==> config.mk <==
export PLATFORM = sky130hd
export DESIGN_NAME = occupancy_counter
export DESIGN_NICKNAME = d
export VERILOG_FILES = /design/src/rtl/occupancy_pkg.sv /design/src/rtl/bin2bcd_seq.sv /design/src/rtl/occupancy_counter.sv
export SDC_FILE = /design/constraint.sdc
export NUM_CORES = 1
export LEC_CHECK = 0
export ABC_AREA = 1
export CAP_MARGIN = 20
export CORE_MARGIN = 2
export CORE_UTILIZATION = 59
export CTS_CLUSTER_DIAMETER = 100
export CTS_CLUSTER_SIZE = 30
export DETAILED_ROUTE_END_ITERATION = 16
export PLACE_DENSITY = 0.82
export SYNTH_ARGS = -nofsm -noshare
export SYNTH_HDL_FRONTEND = slang
export SYNTH_SLANG_ARGS = --single-unit
==> constraint.sdc <==
create_clock -name clk -period 3.23 [get_ports clk]
set_input_delay 0.4845 -clock clk [delete_from_list [all_inputs] [get_ports clk]]
set_output_delay 0.4845 -clock clk [all_outputs]
set_load 0.01 [all_outputs]
==> src/rtl/occupancy_pkg.sv <==
// Shared types and constants for the occupancy counter and its BCD converter.
package occupancy_pkg;

  localparam int MAX_CAPACITY = 99;

  typedef logic [3:0] bcd_t;

  typedef enum logic [1:0] {
    IDLE,
    SHIFT,
    DONE
  } conv_state_t;

endpackage

==> src/rtl/bin2bcd_seq.sv <==
// Iterative shift-add-3 (double dabble) converter: CW-bit binary to two BCD digits.
// One iteration per cycle; DONE accepts a new start so a stale result can be re-run at once.
module bin2bcd_seq
  import occupancy_pkg::*;
#(
  parameter int CW = 4
) (
  input  logic          clk,
  input  logic          reset,
  input  logic          start,
  input  logic [CW-1:0] bin,
  output bcd_t          tens,
  output bcd_t          ones,
  output logic          busy,
  output logic          done
);

  localparam int SW = CW + 8;
  localparam int IW = $clog2(CW + 1);

  conv_state_t   state, state_nxt;
  logic [SW-1:0] sr, sr_adj;
  logic [IW-1:0] iter;

  // Nibble correction ahead of the shift; tens never exceeds 9 for legal inputs.
  always_comb begin
    sr_adj = sr;
    if (sr[CW+3 -: 4] > 4'd4) sr_adj[CW+3 -: 4] = sr[CW+3 -: 4] + 4'd3;
    if (sr[CW+7 -: 4] > 4'd4) sr_adj[CW+7 -: 4] = sr[CW+7 -: 4] + 4'd3;
  end

  always_comb begin
    state_nxt = state;
    unique case (state)
      IDLE:    if (start) state_nxt = SHIFT;
      SHIFT:   if (iter == IW'(1)) state_nxt = DONE;
      DONE:    state_nxt = start ? SHIFT : IDLE;
      default: state_nxt = IDLE;
    endcase
  end

  always_ff @(posedge clk) begin
    if (!reset) begin
      state <= IDLE;
      sr    <= '0;
      iter  <= '0;
      tens  <= '0;
      ones  <= '0;
    end else begin
      state <= state_nxt;
      if ((state == IDLE || state == DONE) && start) begin
        sr   <= {8'd0, bin};
        iter <= IW'(CW);
      end else if (state == SHIFT) begin
        sr   <= sr_adj << 1;
        iter <= iter - 1'b1;
      end
      if (state == DONE) begin
        tens <= sr[CW+7 -: 4];
        ones <= sr[CW+3 -: 4];
      end
    end
  end

  assign busy = (state != IDLE);
  assign done = (state == DONE);

endmodule

==> src/rtl/occupancy_counter.sv <==
// Saturating car-park occupancy counter with sticky over/underflow flags and a
// sequential BCD readout whose validity tracks the live count.
module occupancy_counter
  import occupancy_pkg::*;
#(
  parameter int CAPACITY = 15,
  parameter int CW       = $clog2(CAPACITY + 1)
) (
  input  logic          clk,
  input  logic          reset,
  input  logic          entered,
  input  logic          exited,
  input  logic          clear,
  output logic [CW-1:0] count,
  output logic          full,
  output logic          empty,
  output logic          overflow,
  output logic          underflow,
  output bcd_t          bcd_tens,
  output bcd_t          bcd_ones,
  output logic          bcd_valid
);

  localparam logic [CW-1:0] CAP = CW'(CAPACITY);

  logic          entered_q, exited_q;
  logic          ent_evt, ext_evt;
  logic [CW-1:0] count_prev;
  logic          chg, pending;
  logic          conv_start, conv_busy, conv_done;

  assign ent_evt = entered & ~entered_q;
  assign ext_evt = exited  & ~exited_q;
  assign full    = (count == CAP);
  assign empty   = (count == '0);
  assign chg     = (count != count_prev);
  // A finishing conversion restarts immediately if its input went stale meanwhile.
  assign conv_start = chg | (conv_done & pending);

  always_ff @(posedge clk) begin
    if (!reset) begin
      entered_q  <= 1'b1;
      exited_q   <= 1'b1;
      count      <= '0;
      count_prev <= '0;
      overflow   <= 1'b0;
      underflow  <= 1'b0;
      pending    <= 1'b0;
      bcd_valid  <= 1'b1;
    end else begin
      entered_q  <= entered;
      exited_q   <= exited;
      count_prev <= count;

      if (clear) begin
        count     <= '0;
        overflow  <= 1'b0;
        underflow <= 1'b0;
      end else if (ent_evt && !ext_evt) begin
        if (full) overflow <= 1'b1;
        else      count    <= count + 1'b1;
      end else if (ext_evt && !ent_evt) begin
        if (empty) underflow <= 1'b1;
        else       count     <= count - 1'b1;
      end

      if (conv_done)             pending <= 1'b0;
      else if (chg && conv_busy) pending <= 1'b1;

      if (chg)                        bcd_valid <= 1'b0;
      else if (conv_done && !pending) bcd_valid <= 1'b1;
    end
  end

  bin2bcd_seq #(.CW(CW)) u_bcd (
    .clk   (clk),
    .reset (reset),
    .start (conv_start),
    .bin   (count),
    .tens  (bcd_tens),
    .ones  (bcd_ones),
    .busy  (conv_busy),
    .done  (conv_done)
  );

endmodule

After elaboration in Yosys (flattened, before gate mapping)
Cells that the tools add are included.

cells by class
  reductions and logical operators = 22
  add/sub/neg operators = 5
  magnitude comparators = 2
  mux-type cells = 16
  equal/unequal tests = 9
  bitwise logic cells = 8

operators by type and width
  cell                                                                             count
  4-bit two-way mux                                                                7
  3-bit two-way mux                                                                3
  4-bit by 3-bit greater-than comparator with 1-bit output, second input constant  2
  2-bit nonzero test                                                               4
  2-bit by 1-bit != test with 1-bit output, second input constant                  3
  2-bit case mux with 3 select lines                                               1
  3-bit AND reduction                                                              2
  2-bit OR reduction                                                               3
  1-bit logical AND                                                                5
  4-bit by 1-bit adder with 4-bit output, second input constant                    1
  4-bit by 2-bit adder with 4-bit output, second input constant                    1
  4-bit equality test, second input constant                                       1
  4-bit zero test                                                                  1
  2-bit two-way mux                                                                2
  4-bit != test                                                                    1
  1-bit NOT                                                                        4
  2-bit AND reduction                                                              2
  4-bit by 1-bit subtractor with 4-bit output, second input constant               1
  3-bit by 2-bit adder with 3-bit output, second input constant                    1
  1-bit AND                                                                        3
  3-bit by 1-bit equality test with 1-bit output, second input constant            1
  1-bit zero test                                                                  3
  1-bit two-way mux                                                                3
  3-bit by 1-bit subtractor with 3-bit output, second input constant               1
  other kinds (6)                                                                  6

word-level totals
  word-level logic and storage cells = 77
  register bits = 39
  output and inout bits = 17
  bits of input ports = 5

Longest topological paths before layout
Gate-level depths: netlist of run 1.

  depth in word-level cells = 6
  gate-level depth with buffers = 14
  depth with buffers taken out = 14

Modules after synthesis
Synthesis of run 1 repeated with hierarchy kept, for this count alone.

unflattened totals
  cells, all modules = 273
  area total of the unflattened synthesis = 1996.9 um2

modules (own cells, without submodules)
  module             cells each  area each (um2)  seq. area each (um2)  times used
  bin2bcd_seq        158         1224.9           500.5                 1
  occupancy_counter  115         772.0            280.3                 1

Worst setup path after synthesis of run 1
Ideal clock, no wire load.

  path kind = input -> register
  from = input exited
  to = register count[3]
  library setup time = 0.070 ns
  data arrival time = 1.845 ns
  data required time = 3.160 ns
  path buffers = 0
  stages = 13
  path slack = 1.315 ns
  path through = inv_1 -> nor2_1 -> inv_1 -> ha_1 -> inv_1 -> ha_1 -> nand2_1 -> inv_1 -> o21ai_0 -> nand3b_1 -> nand2_1 -> nand3_1 -> a21oi_1

between the ends
  word-level cells in the longest chain between the ends = 5
  elaborated cells on any way between the ends = 9
  classes of those cells = eq/ne (2); mux (1); bitwise (1); reduce/logical (5)

RTL lines
  element                                                                     RTL line                 text
  from (decl)                                                                 occupancy_counter.sv:12  input logic exited,
  1-bit AND *                                                                 occupancy_counter.sv:33  assign ext_evt = exited & ~exited_q;
  1-bit zero test                                                             occupancy_counter.sv:59  end else if (ent_evt && !ext_evt) begin
  1-bit logical AND                                                           occupancy_counter.sv:59
  2-bit by 1-bit != test with 1-bit output (no line) (tied with other cells)  -
  3-bit AND reduction (no line)                                               -
  to (signal assigned)                                                        occupancy_counter.sv:61  else count <= count + 1'b1;
  to (signal assigned)                                                        occupancy_counter.sv:64  else count <= count - 1'b1;
  to (decl)                                                                   occupancy_counter.sv:14  output logic [CW-1:0] count,

Every way passes the cells marked *; elsewhere a longest branch is shown, timed or not.
A chain may end at the register's enable or synchronous reset.

Worst setup path after layout of run 1
  from = register count[3]
  to = output empty

between the ends
  word-level cells in the longest chain between the ends = 1

RTL lines
  element          RTL line                 text
  4-bit zero test  occupancy_counter.sv:35  assign empty = (count == '0);
  to (decl)        occupancy_counter.sv:16  output logic empty,

No other way between the ends.

==> results of run 1 <==
layout make-up:
| cell class | instances | area (µm²) | area share [%] |
|---|---|---|---|
| sequential | 39 | 781 | 34.9 |
| multi-input combinational | 163 | 981 | 43.8 |
| timing repair buffer | 22 | 218 | 9.73 |
| clock inverter | 1 | 5.00 | 0.224 |
| tap | 44 | 55.1 | 2.46 |
| clock buffer | 6 | 51.3 | 2.29 |
| inverter | 39 | 146 | 6.54 |
cell usage after synthesis (3+ instances only):
master / count / area share, %
sky130_fd_sc_hd__nand2_2: 3 / 0.97
sky130_fd_sc_hd__dfxtp_1: 39 / 40
sky130_fd_sc_hd__a21oi_1: 24 / 6.2
sky130_fd_sc_hd__o21ai_0: 15 / 3.9
sky130_fd_sc_hd__inv_2: 7 / 1.4
sky130_fd_sc_hd__buf_2: 3 / 0.77
sky130_fd_sc_hd__inv_1: 32 / 6.2
sky130_fd_sc_hd__a21oi_2: 7 / 3.2
sky130_fd_sc_hd__xor2_1: 3 / 1.4
sky130_fd_sc_hd__nand4_1: 4 / 1.3
sky130_fd_sc_hd__nor2_4: 4 / 2.3
sky130_fd_sc_hd__ha_1: 10 / 6.5
sky130_fd_sc_hd__nor2_2: 3 / 0.97
sky130_fd_sc_hd__o21ai_1: 5 / 1.3
sky130_fd_sc_hd__nand3_1: 9 / 2.3
sky130_fd_sc_hd__nand2_1: 51 / 9.9
sky130_fd_sc_hd__nor2_1: 10 / 1.9
cell families after synthesis:
kind of cell	share of synthesized area (%)
AO/OA/AOI/OAI	16.0
XOR/XNOR	1.36
adder cells (fa/ha/maj)	7.49
buffers and inverters	9.10
flip-flops	40.3
AND/OR/NAND/NOR	25.8
state kept, by name, summed over array words and instances (netlist names), 2 cells and up:
register     count
u_bcd.sr        12
count            4
count_prev       4
u_bcd.ones       4
u_bcd.tens       4
u_bcd.iter       3
u_bcd.state      2
worst register-to-register path, stage by stage, from the launching register on:
cell and delay (ps):
sky130_fd_sc_hd__dfxtp_1 320, sky130_fd_sc_hd__nor2_1 150, sky130_fd_sc_hd__inv_1 60, sky130_fd_sc_hd__ha_1 230, sky130_fd_sc_hd__inv_1 170, sky130_fd_sc_hd__ha_1 260
sky130_fd_sc_hd__nand2_1 60, sky130_fd_sc_hd__inv_1 30, sky130_fd_sc_hd__o21ai_0 200, sky130_fd_sc_hd__nand3b_1 110, sky130_fd_sc_hd__nand2_1 80, sky130_fd_sc_hd__nand3_1 60
sky130_fd_sc_hd__a21oi_1 120
metrics by stage:
step | hold slack [ps] | power (mW) | instances | cell area, µm² | util, %
after floorplan | 432 | 0.567 | 247 | 1940 | -
after global placement | 454 | 0.590 | 307 | 2180 | 70.9
after detailed placement | 453 | 0.592 | 307 | 2180 | 70.9
after CTS | 472 | 0.836 | 314 | 2240 | 72.7
after global routing | 493 | 0.871 | 314 | 2240 | 72.7
final | 477 | 0.829 | 314 | 2240 | 72.7
power breakdown:
part	total (mW)	internal [mW]	switching, mW
sequential	0.497	0.490	0.00723
combinational	0.0835	0.0304	0.0531
clock	0.249	0.101	0.148
total	0.829	0.621	0.208
layer usage:
layer / share of wire [%] / up-vias / GRT usage [%] / routed length [µm]
met2: 49 / 25 / 35.9 / 1770
met5: 0 / - / 0 / 0
li1: - / 845 / - / -
met3: 4.2 / 2 / 5.67 / 151
met4: 0.33 / 0 / 7.45 / 12
met1: 46 / 720 / 26.6 / 1670
worst max-delay path by stage:
| stage | from | end | slack [ps] | cells after the start |
|---|---|---|---|---|
| finish | count[3] | empty | 810 | 2 |
| global route | count[3] | full | 750 | 3 |
| CTS | count[3] | empty | 830 | 2 |
| detailed placement | exited | count[3] | 660 | 14 |
| global placement | exited | count[3] | 770 | 14 |
| floorplan | exited | count[3] | 1320 | 13 |
==> run metrics, run 1 <==
x dimension of the die 61.3 µm; cell-by-cell listing of the critical path nor4_1 -> clkdlybuf4s50_1; Iter 0 DRT Violations slightly below 90; reg-to-reg setup timing slack 1320 ps; total number of clock tree sinks 39; Seq/Total Area, Yosys 40.3%; vias in the first global route approximately 1,400; most common cell after layout, fill and taps aside sky130_fd_sc_hd__nand2_1; post-cts sizing count 0; leftover overflow at the end of global routing 0; source-to-sink clock delay at the later pin of the worst-skew pair 340 ps; number of nets in the layout 286; chip height 61.3 µm; classification of the worst setup path reg -> out; average via count per standard cell roughly 5.1; Die ar. 0.00376 mm²; final weighted congestion in routability-driven placement 0.766; crit path DAT 1930 ps; cell type group with the largest total delay on the critical path buffers and inverters; number of flops mapped to enable cells by yosys 0; Rows 20; CTS tree built; Async S/R FF share, synth 0%; Pwr per Cell Area 371 mW/mm²; maximum clock insertion buffer count 2; stage delay of the slowest cell on the critical path around 640 ps; final total negative setup slack 0 ps; Final ANT Viol Nets 0; Slew HR a little over two thirds; number of unique standard cell types used by synthesis 31; CTS H-Tree Depth 2; number of CTS-inserted buffers 5; highest attainable clock frequency 0.413 GHz; Final Slew Violations 0; CTS Root Cell sky130_fd_sc_hd__clkbuf_4; status completed; Antenna diodes 0; DRC viols 0; detailed placement HPWL about 2.7 mm; Worst IR Drop VDD between 300 and 400 µV; Clock transition at path regs 110 ps; antenna violations before repair 0; count of max-cap constraint violations 0; post-synth net total 263; Port Buffer Count 21; kind of start point of the critical path register; minimum period implied by the final worst setup slack 2420 ps; cell leakage power 0.897 nW; worst endpoint required time 2750 ps; most used cells in the layout excluding fill and tap cells sky130_fd_sc_hd__nand2_1, sky130_fd_sc_hd__dfxtp_1, sky130_fd_sc_hd__inv_1; Critical R2R Capture count[3]; fraction of layout instances using a drive strength above 1 14.1%; vias post-DR 1,592; FILL cells 269; worst hold path cell count 1; Clock Skews 4.37 ps; average wire length per cell after detail routing between 10 and 15 µm; Worst Hold Endpoint u_bcd.state[1]; mean instance size in the synthesized netlist ~7.8 µm²; Tot GR Track Use 21.4%; final setup slack of the worst path 811 ps; initial core utilization between 60% and 70%; growth of design area from synthesis to finish 15.4%; total length of routed wires 3.61 mm; warnings from Yosys 0; Finish-stage setup viols 0; first-pass GRT wire length 5.92 mm; worst r2r path cells 12; area of the mapped netlist 0.00194 mm²; Hold Fails Final Rpt 0; Critical-path top delay cell sky130_fd_sc_hd__clkdlybuf4s50_1; total core area 0.00308 mm²; number of top-level pins 22; startpoint of the worst hold path u_bcd.iter[2]; count of buffer and inverter cells on the critical path 1; critical-path maximum fanout 10; buffers inserted during post-CTS setup optimization 0; post-route clock period utilization between 70% and 80%; Critical Path Sink Type primary output; worst slew pin tran around 450 ps; Hold Path Class reg -> reg; number of standard cells after synthesis 247; Worst R2R Start exited_q; #FFs+latches synth 39; pre-CTS worst setup slack 656 ps; Top FF cell, synth sky130_fd_sc_hd__dfxtp_1; Pre-antenna DRT Iters 4; RSZ-0062 raised after global routing false; CTS hold repair buffers 0; maximum number of pins on one net before global-route repair 23
Power figures use the tool's default switching activity.
==> run 2: changes to the inputs <==
--- a/config.mk
+++ b/config.mk
@@ -8,11 +8,11 @@
 export ABC_AREA = 1
 export CAP_MARGIN = 20
 export CORE_MARGIN = 2
-export CORE_UTILIZATION = 59
+export CORE_UTILIZATION = 55
 export CTS_CLUSTER_DIAMETER = 100
 export CTS_CLUSTER_SIZE = 30
 export DETAILED_ROUTE_END_ITERATION = 16
-export PLACE_DENSITY = 0.82
+export PLACE_DENSITY = 0.77
 export SYNTH_ARGS = -nofsm -noshare
 export SYNTH_HDL_FRONTEND = slang
 export SYNTH_SLANG_ARGS = --single-unit
==> constraint.sdc (replaced) <==
create_clock -name clk -period 2.4 [get_ports clk]
set_input_delay 0.36 -clock clk [delete_from_list [all_inputs] [get_ports clk]]
set_output_delay 0.36 -clock clk [all_outputs]
set_load 0.01 [all_outputs]
==> run metrics, run 2 (synthesis gave the netlist of run 1 again) <==
status completed (unchanged); Tot GR Track Use 19.0% (was 21.4%); CTS hold repair buffers 0 (unchanged); CTS Root Cell sky130_fd_sc_hd__clkbuf_4 (unchanged); most common cell after layout, fill and taps aside sky130_fd_sc_hd__nand2_1 (unchanged); CTS tree built (unchanged); Worst IR Drop VDD 351 µV (was 348 µV); Pre-antenna DRT Iters 4 (unchanged); total length of routed wires 3.42 mm (was 3.61 mm); post-cts sizing count 0 (unchanged); Pwr per Cell Area 490 mW/mm² (was 371 mW/mm²); count of buffer and inverter cells on the critical path 1 (unchanged); final weighted congestion in routability-driven placement 0.803 (was 0.766); average via count per standard cell 4.89 (was 5.07); classification of the worst setup path reg -> out (unchanged); kind of start point of the critical path register (unchanged); Slew HR 73.1% (was 69.8%); detailed placement HPWL 2.48 mm (was 2.67 mm); number of nets in the layout 288 (was 286); pre-CTS worst setup slack 71.3 ps (was 656 ps); number of top-level pins 22 (unchanged); Port Buffer Count 21 (unchanged); cell-by-cell listing of the critical path nand2_1 -> nor3_4 -> clkdlybuf4s50_1 (was nor4_1 -> clkdlybuf4s50_1); register with the highest flop count u_bcd.sr (unchanged); buffers inserted during post-CTS setup optimization 0 (unchanged); Post-Place Cells 311 (was 307); CTS H-Tree Depth 2 (unchanged); average wire length per cell after detail routing 10.7 µm (was 11.5 µm); total number of clock tree sinks 39 (unchanged); final total power 1.10 mW (was 829 µW); net switching component of the power 292 µW (was 208 µW); proportion of power drawn by flip-flops and latches 60.6% (was 59.9%); total cell area at the placement stage 0.00220 mm² (was 0.00218 mm²); startpoint of the worst hold path overflow (was u_bcd.iter[2]); x dimension of the die 63.4 µm (was 61.3 µm); fin cells 319 (was 314); Clock Power Share 29.1% (was 30.0%); vias post-DR 1,560 (was 1,592); post-route clock period utilization around 92%; final setup slack of the worst path 201 ps (was 811 ps); worst endpoint required time 2040 ps (was 2750 ps); minimum period implied by the final worst setup slack ~2200 ps; cell leakage power 0.908 nW (was 0.897 nW); Worst Hold Slack 457 ps (was 477 ps); final total negative setup slack 0 ps (unchanged); Final Slew Violations 0 (unchanged); maximum number of pins on one net before global-route repair 19 (was 23); vias in the first global route 1,427 (was 1,407); internal power consumption 811 µW (was 621 µW); DRC viols 0 (unchanged); Worst R2R Start exited_q (unchanged); antenna violations before repair 0 (unchanged); Hold Path Class reg -> reg (unchanged); Finish-stage setup viols 0 (unchanged); maximum clock insertion buffer count 2 (unchanged); Antenna diodes 0 (unchanged); switching power as a share of total power 26.5% (was 25.1%); Iter 0 DRT Violations 58 (was 89); worst slew pin tran 403 ps (was 450 ps); critical-path maximum fanout 10 (unchanged); highest attainable clock frequency approximately 0.45 GHz; flip-flop count of the largest register, all copies and words added 12 (unchanged); source-to-sink clock delay at the later pin of the worst-skew pair 340 ps (about the same); final core utilization 66.9% (was 72.7%); cell type group with the largest total delay on the critical path flip-flops (was buffers and inverters); Clock transition at path regs 120 ps (was 110 ps); Critical-path top delay cell sky130_fd_sc_hd__dfxtp_1 (was sky130_fd_sc_hd__clkdlybuf4s50_1); growth of design area from synthesis to finish 16.1% (was 15.4%); number of CTS-inserted buffers 5 (unchanged); initial core utilization 57.6% (was 63.0%); critical path launch point count[3] (unchanged); Hold Fails Final Rpt 0 (unchanged); fraction of layout instances using a drive strength above 1 15.0% (was 14.1%); first-pass GRT wire length 6.04 mm (was 5.92 mm); count of max-cap constraint violations 0 (unchanged); fraction of power consumed by combinational cells 10.3% (was 10.1%); final design instance area without fill 0.00225 mm² (was 0.00224 mm²); crit path DAT 1840 ps (was 1930 ps); Clock Skews 7.29 ps (was 4.37 ps); chip height 63.4 µm (was 61.3 µm); most used cells in the layout excluding fill and tap cells sky130_fd_sc_hd__nand2_1, sky130_fd_sc_hd__dfxtp_1, sky130_fd_sc_hd__inv_1 (unchanged); Final ANT Viol Nets 0 (unchanged); stage delay of the slowest cell on the critical path 590 ps (was 640 ps); leftover overflow at the end of global routing 0 (unchanged); Rows 21 (was 20); RSZ-0062 raised after global routing false (unchanged); total core area 0.00336 mm² (was 0.00308 mm²); Die ar. 0.00401 mm² (was 0.00376 mm²); Critical Path Sink Type primary output (unchanged)
[run 2: changes by cell type in the layout (fill, tap and decap cells not counted), sizes merged]
cell	change
clkinv	+2
buf	+2
clkbuf	-1
[run 2: routing by layer]
metal | track usage (%) | wire (µm) | vias to the layer above
met1 | 24.8 | 1710 | 698
met2 | 30.4 | 1550 | 17
li1 | - | - | 840
met4 | 8.15 | 53 | 0
met3 | 3.93 | 107 | 5
met5 | 0 | 0 | -
[run 2: power by group through the flow]
stage	clock (mW)	sequential (mW)	combinational (mW)
2_1_floorplan	0	0.683	0.0798
3_3_place_gp	0	0.683	0.112
3_5_place_dp	0	0.684	0.114
4_1_cts	0.331	0.669	0.114
5_1_grt	0.357	0.672	0.127
6_report	0.321	0.669	0.113
[run 2: tightest hold or removal path, stage by stage (launching register included)]
cell,delay [ps]
sky130_fd_sc_hd__dfxtp_1,330
sky130_fd_sc_hd__inv_1,50
sky130_fd_sc_hd__a21oi_1,50
[run 2: cell type report]
class / count / area [µm²]
well taps: 46 / 57.6
clock buffers: 5 / 37.5
multi-input cells: 163 / 981
fillers: 305 / 1110
inverters: 39 / 146
flip-flops and latches: 39 / 781
repair buffers: 24 / 233
clock inverters: 3 / 15.0
[run 2: path summary, 6_finish.rpt]
kind | endpoint | slack [ps] | depth (start not counted)
worst max-delay path | full | 200 | 3
worst min-delay path | overflow | 460 | 2
worst max register to register | count[3] | 620 | 12
worst min register to register | overflow | 460 | 2
==> run 3: changes to the inputs <==
==> constraint.sdc (replaced) <==
create_clock -name clk -period 2.45 [get_ports clk]
set_input_delay 0.3675 -clock clk [delete_from_list [all_inputs] [get_ports clk]]
set_output_delay 0.3675 -clock clk [all_outputs]
set_load 0.01 [all_outputs]
==> run metrics, run 3 (synthesis gave the netlist of run 1 again) <==
worst slew pin tran 359 ps (was 403 ps); fraction of layout instances using a drive strength above 1 14.4% (was 15.0%); Tot GR Track Use 20.4% (was 19.0%); Worst Hold Endpoint overflow (unchanged); CTS tree built (unchanged); Hold Path Class reg -> reg (unchanged); Slew HR 75.9% (was 73.1%); count of buffer and inverter cells on the critical path 2 (was 1); startpoint of the worst hold path overflow (unchanged); worst hold path cell count 2 (unchanged); maximum number of pins on one net before global-route repair 22 (was 19); antenna violations before repair 0 (unchanged); final weighted congestion in routability-driven placement 0.810 (was 0.803); highest attainable clock frequency approximately 0.46 GHz; Port Buffer Count 21 (unchanged); Clock Skews 3.46 ps (was 7.29 ps); leftover overflow at the end of global routing 0 (unchanged); most used cells in the layout excluding fill and tap cells sky130_fd_sc_hd__nand2_1, sky130_fd_sc_hd__dfxtp_1, sky130_fd_sc_hd__inv_1 (unchanged); Critical Path Sink Type primary output (unchanged); cell-by-cell listing of the critical path inv_2 -> nor3_4 -> clkdlybuf4s50_1 (was nand2_1 -> nor3_4 -> clkdlybuf4s50_1); Worst IR Drop VDD 307 µV (was 351 µV); register with the highest flop count u_bcd.sr (unchanged); number of CTS-inserted buffers 5 (unchanged); vias in the first global route 1,500 (was 1,427); CTS hold repair buffers 0 (unchanged); DRC viols 0 (unchanged); classification of the worst setup path reg -> out (unchanged); Final ANT Viol Nets 0 (unchanged); cell type group with the largest total delay on the critical path buffers and inverters (was flip-flops); critical-path maximum fanout 7 (was 10); maximum clock insertion buffer count 2 (unchanged); Antenna diodes 0 (unchanged); first-pass GRT wire length 6.48 mm (was 6.04 mm); total number of clock tree sinks 39 (unchanged); total core area 0.00336 mm² (unchanged); Critical Path Stages 3 (unchanged); worst r2r path cells 12 (unchanged); source-to-sink clock delay at the later pin of the worst-skew pair 340 ps (about the same); Die ar. 0.00401 mm² (unchanged); Clock transition at path regs 110 ps (was 120 ps); final total negative setup slack 0 ps (unchanged); post-cts sizing count 0 (unchanged); Finish-stage setup viols 0 (unchanged); most common cell after layout, fill and taps aside sky130_fd_sc_hd__nand2_1 (unchanged); fin cells 317 (was 319); initial core utilization 57.6% (unchanged); detailed placement HPWL 2.55 mm (was 2.48 mm); average via count per standard cell 5.07 (was 4.89); buffers inserted during post-CTS setup optimization 0 (unchanged); Pwr per Cell Area 488 mW/mm² (was 490 mW/mm²); stage delay of the slowest cell on the critical path 570 ps (was 590 ps); Iter 0 DRT Violations 86 (was 58); Hold Fails Final Rpt 0 (unchanged); vias post-DR 1,608 (was 1,560); Rows 21 (unchanged); crit path DAT 1820 ps (was 1840 ps); flip-flop count of the largest register, all copies and words added 12 (unchanged); CTS H-Tree Depth 2 (unchanged); average wire length per cell after detail routing 11.1 µm (was 10.7 µm); RSZ-0062 raised after global routing false (unchanged); Worst R2R Start exited_q (unchanged); worst endpoint required time 2080 ps (was 2040 ps); cell leakage power 0.903 nW (was 0.908 nW); minimum period implied by the final worst setup slack 2190 ps; post-route clock period utilization 89.3%; status completed (unchanged); Critical-path top delay cell sky130_fd_sc_hd__clkdlybuf4s50_1 (was sky130_fd_sc_hd__dfxtp_1); kind of start point of the critical path register (unchanged); Final Slew Violations 0 (unchanged); growth of design area from synthesis to finish 15.9% (was 16.1%); number of top-level pins 22 (unchanged); x dimension of the die 63.4 µm (unchanged); total length of routed wires 3.52 mm (was 3.42 mm); number of nets in the layout 287 (was 288); Pre-antenna DRT Iters 4 (unchanged); Critical R2R Capture count[3] (unchanged); Post-Place Cells 310 (was 311); CTS Root Cell sky130_fd_sc_hd__clkbuf_4 (unchanged); count of max-cap constraint violations 0 (unchanged); critical path launch point count[0] (was count[3]); chip height 63.4 µm (unchanged); reg-to-reg setup timing slack 570 ps (was 620 ps)
==> run 3: layer usage <==
layer	global-route usage (%)	part of all wire, %	vias to the layer above	routed length [µm]
met5	0	0	-	0
met4	9.24	1.8	0	64
met3	5.00	2.7	9	95
met2	32.8	46	18	1610
met1	25.9	50	733	1750
li1	-	-	848	-
==> run 3: area by class of cell <==
class / instances / area [µm²]
Clock inverter: 1 / 5.00
Multi-Input combinational cell: 163 / 981
Tap cell: 46 / 57.6
Fill cell: 313 / 1120
Clock buffer: 6 / 51.3
Inverter: 39 / 146
Timing Repair Buffer: 23 / 225
Sequential cell: 39 / 781
==> run 3: worst max path at each step <==
stage,to,slack [ps]
4_1_cts,full,230
5_1_grt,full,120
3_5_place_dp,count[3],7
6_report,full,260
2_1_floorplan,count[3],650
3_3_place_gp,count[3],110
==> run 3: report_power, final <==
group          internal [mW]  switching, mW  total (mW)
combinational         0.0403         0.0688       0.109
clock                  0.133          0.199       0.332
sequential             0.646        0.00942       0.655
total                  0.819          0.278        1.10
==> run 3: stage by stage <==
step	area [µm²]	util, %	setup WS, ps	power, mW	hold WS (ps)
global placement	2190	65.1	109	0.778	454
global route	2250	66.8	116	1.16	500
detailed placement	2190	65.1	7.11	0.779	456
CTS	2250	66.8	232	1.11	472
floorplan	1940	-	652	0.747	432
finish	2250	66.8	263	1.10	467
==> run 3: worst register-to-register path, stage by stage, from the launching register on <==
cell and delay (ps):
sky130_fd_sc_hd__dfxtp_1 320, sky130_fd_sc_hd__nor2_1 130, sky130_fd_sc_hd__inv_1 60, sky130_fd_sc_hd__ha_1 230, sky130_fd_sc_hd__inv_1 160, sky130_fd_sc_hd__ha_1 250
sky130_fd_sc_hd__nand2_1 60, sky130_fd_sc_hd__inv_1 30, sky130_fd_sc_hd__o21ai_0 200, sky130_fd_sc_hd__nand3b_1 110, sky130_fd_sc_hd__nand2_1 80, sky130_fd_sc_hd__nand3_1 70
sky130_fd_sc_hd__a21oi_1 120
==> RTL edit 1: new RTL, settings of run 2 <==
Register the output `overflow` once more; this adds one clock of latency there. The other outputs are not delayed to match.
--- a/src/rtl/occupancy_counter.sv
+++ b/src/rtl/occupancy_counter.sv
@@ -23,6 +23,8 @@
 
   localparam logic [CW-1:0] CAP = CW'(CAPACITY);
 
+  logic overflow_s0;
+
   logic          entered_q, exited_q;
   logic          ent_evt, ext_evt;
   logic [CW-1:0] count_prev;
@@ -43,7 +45,7 @@
       exited_q   <= 1'b1;
       count      <= '0;
       count_prev <= '0;
-      overflow   <= 1'b0;
+      overflow_s0 <= 1'b0;
       underflow  <= 1'b0;
       pending    <= 1'b0;
       bcd_valid  <= 1'b1;
@@ -54,10 +56,10 @@
 
       if (clear) begin
         count     <= '0;
-        overflow  <= 1'b0;
+        overflow_s0 <= 1'b0;
         underflow <= 1'b0;
       end else if (ent_evt && !ext_evt) begin
-        if (full) overflow <= 1'b1;
+        if (full) overflow_s0 <= 1'b1;
         else      count    <= count + 1'b1;
       end else if (ext_evt && !ent_evt) begin
         if (empty) underflow <= 1'b1;
@@ -83,5 +85,9 @@
     .done  (conv_done)
   );
 
+  always_ff @(posedge clk) begin
+    overflow <= overflow_s0;
+  end
+
 endmodule
 
Formal check against the unedited RTL: same outputs for any inputs over 10 cycles, from zero or initial values and one cycle with reset low; that may be too few to reach the edited logic, so the function may still have changed.
==> RTL edit 1 against run 2 <==
  * Count of clock-buffer cells in the layout is 3 higher
  * Hold slack worse by 0.095 ns
  * Sequential share of layout area is 0.60 points higher
  * Worst setup slack worse by 0.013 ns
  * Design area is 0.83% higher
  * Total power is 3.9% higher
  * Cell count stayed put
  * Sequential cell count is 1 higher
  * Area after synthesis is 1.0% higher
  * Routed wire length is 0.70% higher
==> RTL edit 1: results (changes against run 2) <==
| Metric | Value |
|---|---|
| Outcome | finished clean (unchanged) |
| Largest net degree at the start of global routing | 22 (was 19) |
| DRT Pass-1 Iters | 4 (unchanged) |
| Hold WS | 0.3620 ns (was 0.4566 ns) |
| R2r setup slk | 0.60 ns (was 0.62 ns) |
| Vias in the first global route | 1414 (was 1427) |
| Met2 GRT Util | 0.2921 (was 0.3039) |
| Via Count | 1573 (was 1560) |
| Syn Inst Count | 248 (was 247) |
| Final GP Congestion | 0.7909 (was 0.8034) |
| Syn_nets | 264 (was 263) |
| Setup ws final | 0.1883 ns (was 0.2011 ns) |
| P_leak | 0.9091 nW (was 0.9075 nW) |
| Maximum vdd ir drop | 0.3522 mV (was 0.3506 mV) |
| Main area contributors after synthesis | dfxtp_1, nand2_1, ha_1 (unchanged) |
| Total GRT Usage | 0.1906 (was 0.1900) |
| Layout Skew | 0.005478 ns (was 0.007290 ns) |
| Pre-CTS setup slack | 0.03891 ns (was 0.07126 ns) |
| WHS Path Cells | 0 (was 2) |
| Layout fillers | 286 (was 305) |
| Arrival @ worst endpoint | 1.85 ns |
| Worst Path Max Fanout | 10 (unchanged) |
| Starting DRT DRC Count | 89 (was 58) |
| P_int | 0.8624 mW (was 0.8111 mW) |
| Layout cells sized above 1 | 0.1392 (was 0.1502) |
| GR Layer Usage met3 | 0.04464 (was 0.03929) |
| List of most frequent post-synthesis cells | nand2_1, dfxtp_1, inv_1 (unchanged) |
| Routing usage on met1 | 0.2618 (was 0.2477) |
| First-pass GRT wire length | 6.092 mm (was 6.037 mm) |
| Post-DR wirelength/cell | 10.78 microns (was 10.71 microns) |
| Max_slew headroom | 0.7157 (was 0.7307) |
| Post-CTS Setup Repair Bufs | 0 (unchanged) |
| Seq/Total Area, Yosys | 0.4089 (was 0.4028) |
| Post-DP HPWL | 2.514 mm (was 2.484 mm) |
| Vias per inst | 4.931 (was 4.890) |
-- RTL edit 1: changes by cell type after synthesis --
cell	change
dfxtp_1	+1
-- RTL edit 1: final timing paths --
| path | startpoint | end |
|---|---|---|
| max | count[3] | full |
| min | overflow_s0 | overflow |
| max reg2reg | exited_q | count[3] |
| min reg2reg | overflow_s0 | overflow |
-- RTL edit 1: cells by family after synthesis --
group           after synthesis  synth area share
buf+inv                      45           0.09010
simple gates                 94            0.2550
fa+ha+maj                    11           0.07412
xor+xnor                      3           0.01342
flops                        40            0.4089
compound gates               55            0.1585
-- RTL edit 1: per-layer routing --
layer / wire [microns] / vias to the layer above
met3: 123 / 6
met2: 1539 / 27
met4: 46 / 0
met5: 0 / -
li1: - / 844
met1: 1730 / 696
-- RTL edit 1: power by group through the flow --
stage / Sequential (mW) / Clock (mW) / Combinational (mW)
4_1_cts: 0.686 / 0.355 / 0.113
6_report: 0.686 / 0.350 / 0.111
3_3_place_gp: 0.700 / 0 / 0.111
2_1_floorplan: 0.700 / 0 / 0.0798
3_5_place_dp: 0.701 / 0 / 0.112
5_1_grt: 0.688 / 0.388 / 0.126
-- RTL edit 1: metrics by stage --
stage	power [mW]	utilization	area (sq um)
after floorplan	0.7795	-	1958
after global placement	0.8118	0.6523	2211
after detailed placement	0.8132	0.6523	2211
after CTS	1.153	0.6696	2270
after global routing	1.201	0.6696	2270
final	1.147	0.6696	2270
-- RTL edit 1: cell type report --
cell class | instances | area, sq um | area share
clock buffers | 8 | 58.81 | 0.02591
inverters | 39 | 146.4 | 0.06450
multi-input cells | 163 | 980.9 | 0.4322
flip-flops and latches | 40 | 800.8 | 0.3528
well taps | 46 | 57.56 | 0.02536
repair buffers | 23 | 225.2 | 0.09923
==> RTL edit 2: new RTL, flow settings as in run 2 <==
Made on the original files. Set the parameter `CAPACITY` to 30 (it was 15).
--- a/src/rtl/occupancy_counter.sv
+++ b/src/rtl/occupancy_counter.sv
@@ -3,7 +3,7 @@
 module occupancy_counter
   import occupancy_pkg::*;
 #(
-  parameter int CAPACITY = 15,
+  parameter int CAPACITY = 30,
   parameter int CW       = $clog2(CAPACITY + 1)
 ) (
   input  logic          clk,
Ports: changed (resized count); port bits go from 22 to 23. The function was not compared with the original's and may differ.
==> RTL edit 2 against run 2 <==
  * Worst setup slack improved by 0.064 ns
  * Sequential share of layout area fell by 0.28 points
  * Cell count rose by 9.4%
  * Total power rose by 24%
  * Sequential cell count rose by 3
  * Maximum frequency rose by 3.0%
  * Count of clock-buffer cells in the layout did not move
  * Routed wire length rose by 12%
  * Design area rose by 8.6%
  * Area after synthesis rose by 8.7%
  * Highest routed layer unchanged
==> RTL edit 2: results (changes against run 2) <==
| Metric | Value |
|---|---|
| CTS root buf | clkbuf_8 (was clkbuf_4) |
| Reg2Reg Depth | 9 (was 12) |
| Slowest CP cell | clkdlybuf4s50_1 (was dfxtp_1) |
| List of most frequent post-synthesis cells | nand2_1, dfxtp_1, inv_1 (unchanged) |
| Post-DR wirelength/cell | 10.95 microns (was 10.71 microns) |
| Comb pwr share | 0.129 (was 0.103) |
| Max_slew headroom | 0.7011 (was 0.7307) |
| Largest net degree at the start of global routing | 22 (was 19) |
| Vias in the first global route | 1548 (was 1427) |
| Inst Count DP | 341 (was 311) |
| R2r setup slk | 0.59 ns (was 0.62 ns) |
| Met2 GRT Util | 0.3270 (was 0.3039) |
| Clk_lat worst skew | 0.29 ns (was 0.34 ns) |
| Worst r2r dst | count[4] (was count[3]) |
| R2r startpoint | entered_q (was exited_q) |
| Port Buffers | 22 (was 21) |
| Seq/Total Area, Yosys | 0.3993 (was 0.4028) |
| Routing usage on met1 | 0.2524 (was 0.2477) |
| Final GP Congestion | 0.9328 (was 0.8034) |
| Pwr/cell area | 558.2 nW/um^2 (was 490.2 nW/um^2) |
| Syn Inst Count | 276 (was 247) |
| First-pass GRT wire length | 6.699 mm (was 6.037 mm) |
| Clock-pin transition on the worst setup and hold timing paths | 0.08 ns (was 0.12 ns) |
| Worst Path Max Fanout | 8 (was 10) |
| Layout cells sized above 1 | 0.1063 (was 0.1502) |
| Outcome | finished clean (unchanged) |
| Starting DRT DRC Count | 87 (was 58) |
| P_leak | 1.030 nW (was 0.9075 nW) |
-- RTL edit 2: worst min path at each step --
stage / slack (ns) / cells after the start / endpoint
after global placement: 0.44 / 2 / overflow
after CTS: 0.46 / 2 / overflow
after floorplan: 0.44 / 2 / u_bcd.iter[1]
final: 0.46 / 2 / overflow
after global routing: 0.48 / 2 / u_bcd.sr[12]
after detailed placement: 0.45 / 2 / overflow
-- RTL edit 2: critical path: cells and delay by family, from the launching register on --
kind,cells,cell delay (ns)
flops,1,0.54
simple gates,1,0.27
buf+inv,2,0.67
-- RTL edit 2: logic make-up after synthesis --
group	after synthesis	share of synthesized area
AND/OR/NAND/NOR	106	0.2502
adder cells (fa/ha/maj)	12	0.07487
buffers and inverters	54	0.1123
AO/OA/AOI/OAI	55	0.1343
XOR/XNOR	7	0.02912
flip-flops	42	0.3993
-- RTL edit 2: cell type report --
type / count / area, sq um
clock inverters: 3 / 21.27
well taps: 48 / 60.06
clock buffers: 5 / 68.82
flip-flops and latches: 42 / 840.8
inverters: 45 / 173.9
fillers: 307 / 1217
repair buffers: 26 / 250.2
multi-input cells: 180 / 1028
-- RTL edit 2: layer usage --
metal | up-vias | wire [microns]
met2 | 29 | 1824
met1 | 775 | 1846
met3 | 4 | 113
met5 | - | 0
li1 | 922 | -
met4 | 0 | 38
-- RTL edit 2: per-stage QoR --
stage | total power [mW] | hold WS [ns]
final | 1.364 | 0.4622
after global routing | 1.437 | 0.4765
after CTS | 1.383 | 0.4622
after detailed placement | 0.9295 | 0.4496
after global placement | 0.9269 | 0.4387
after floorplan | 0.8791 | 0.4392
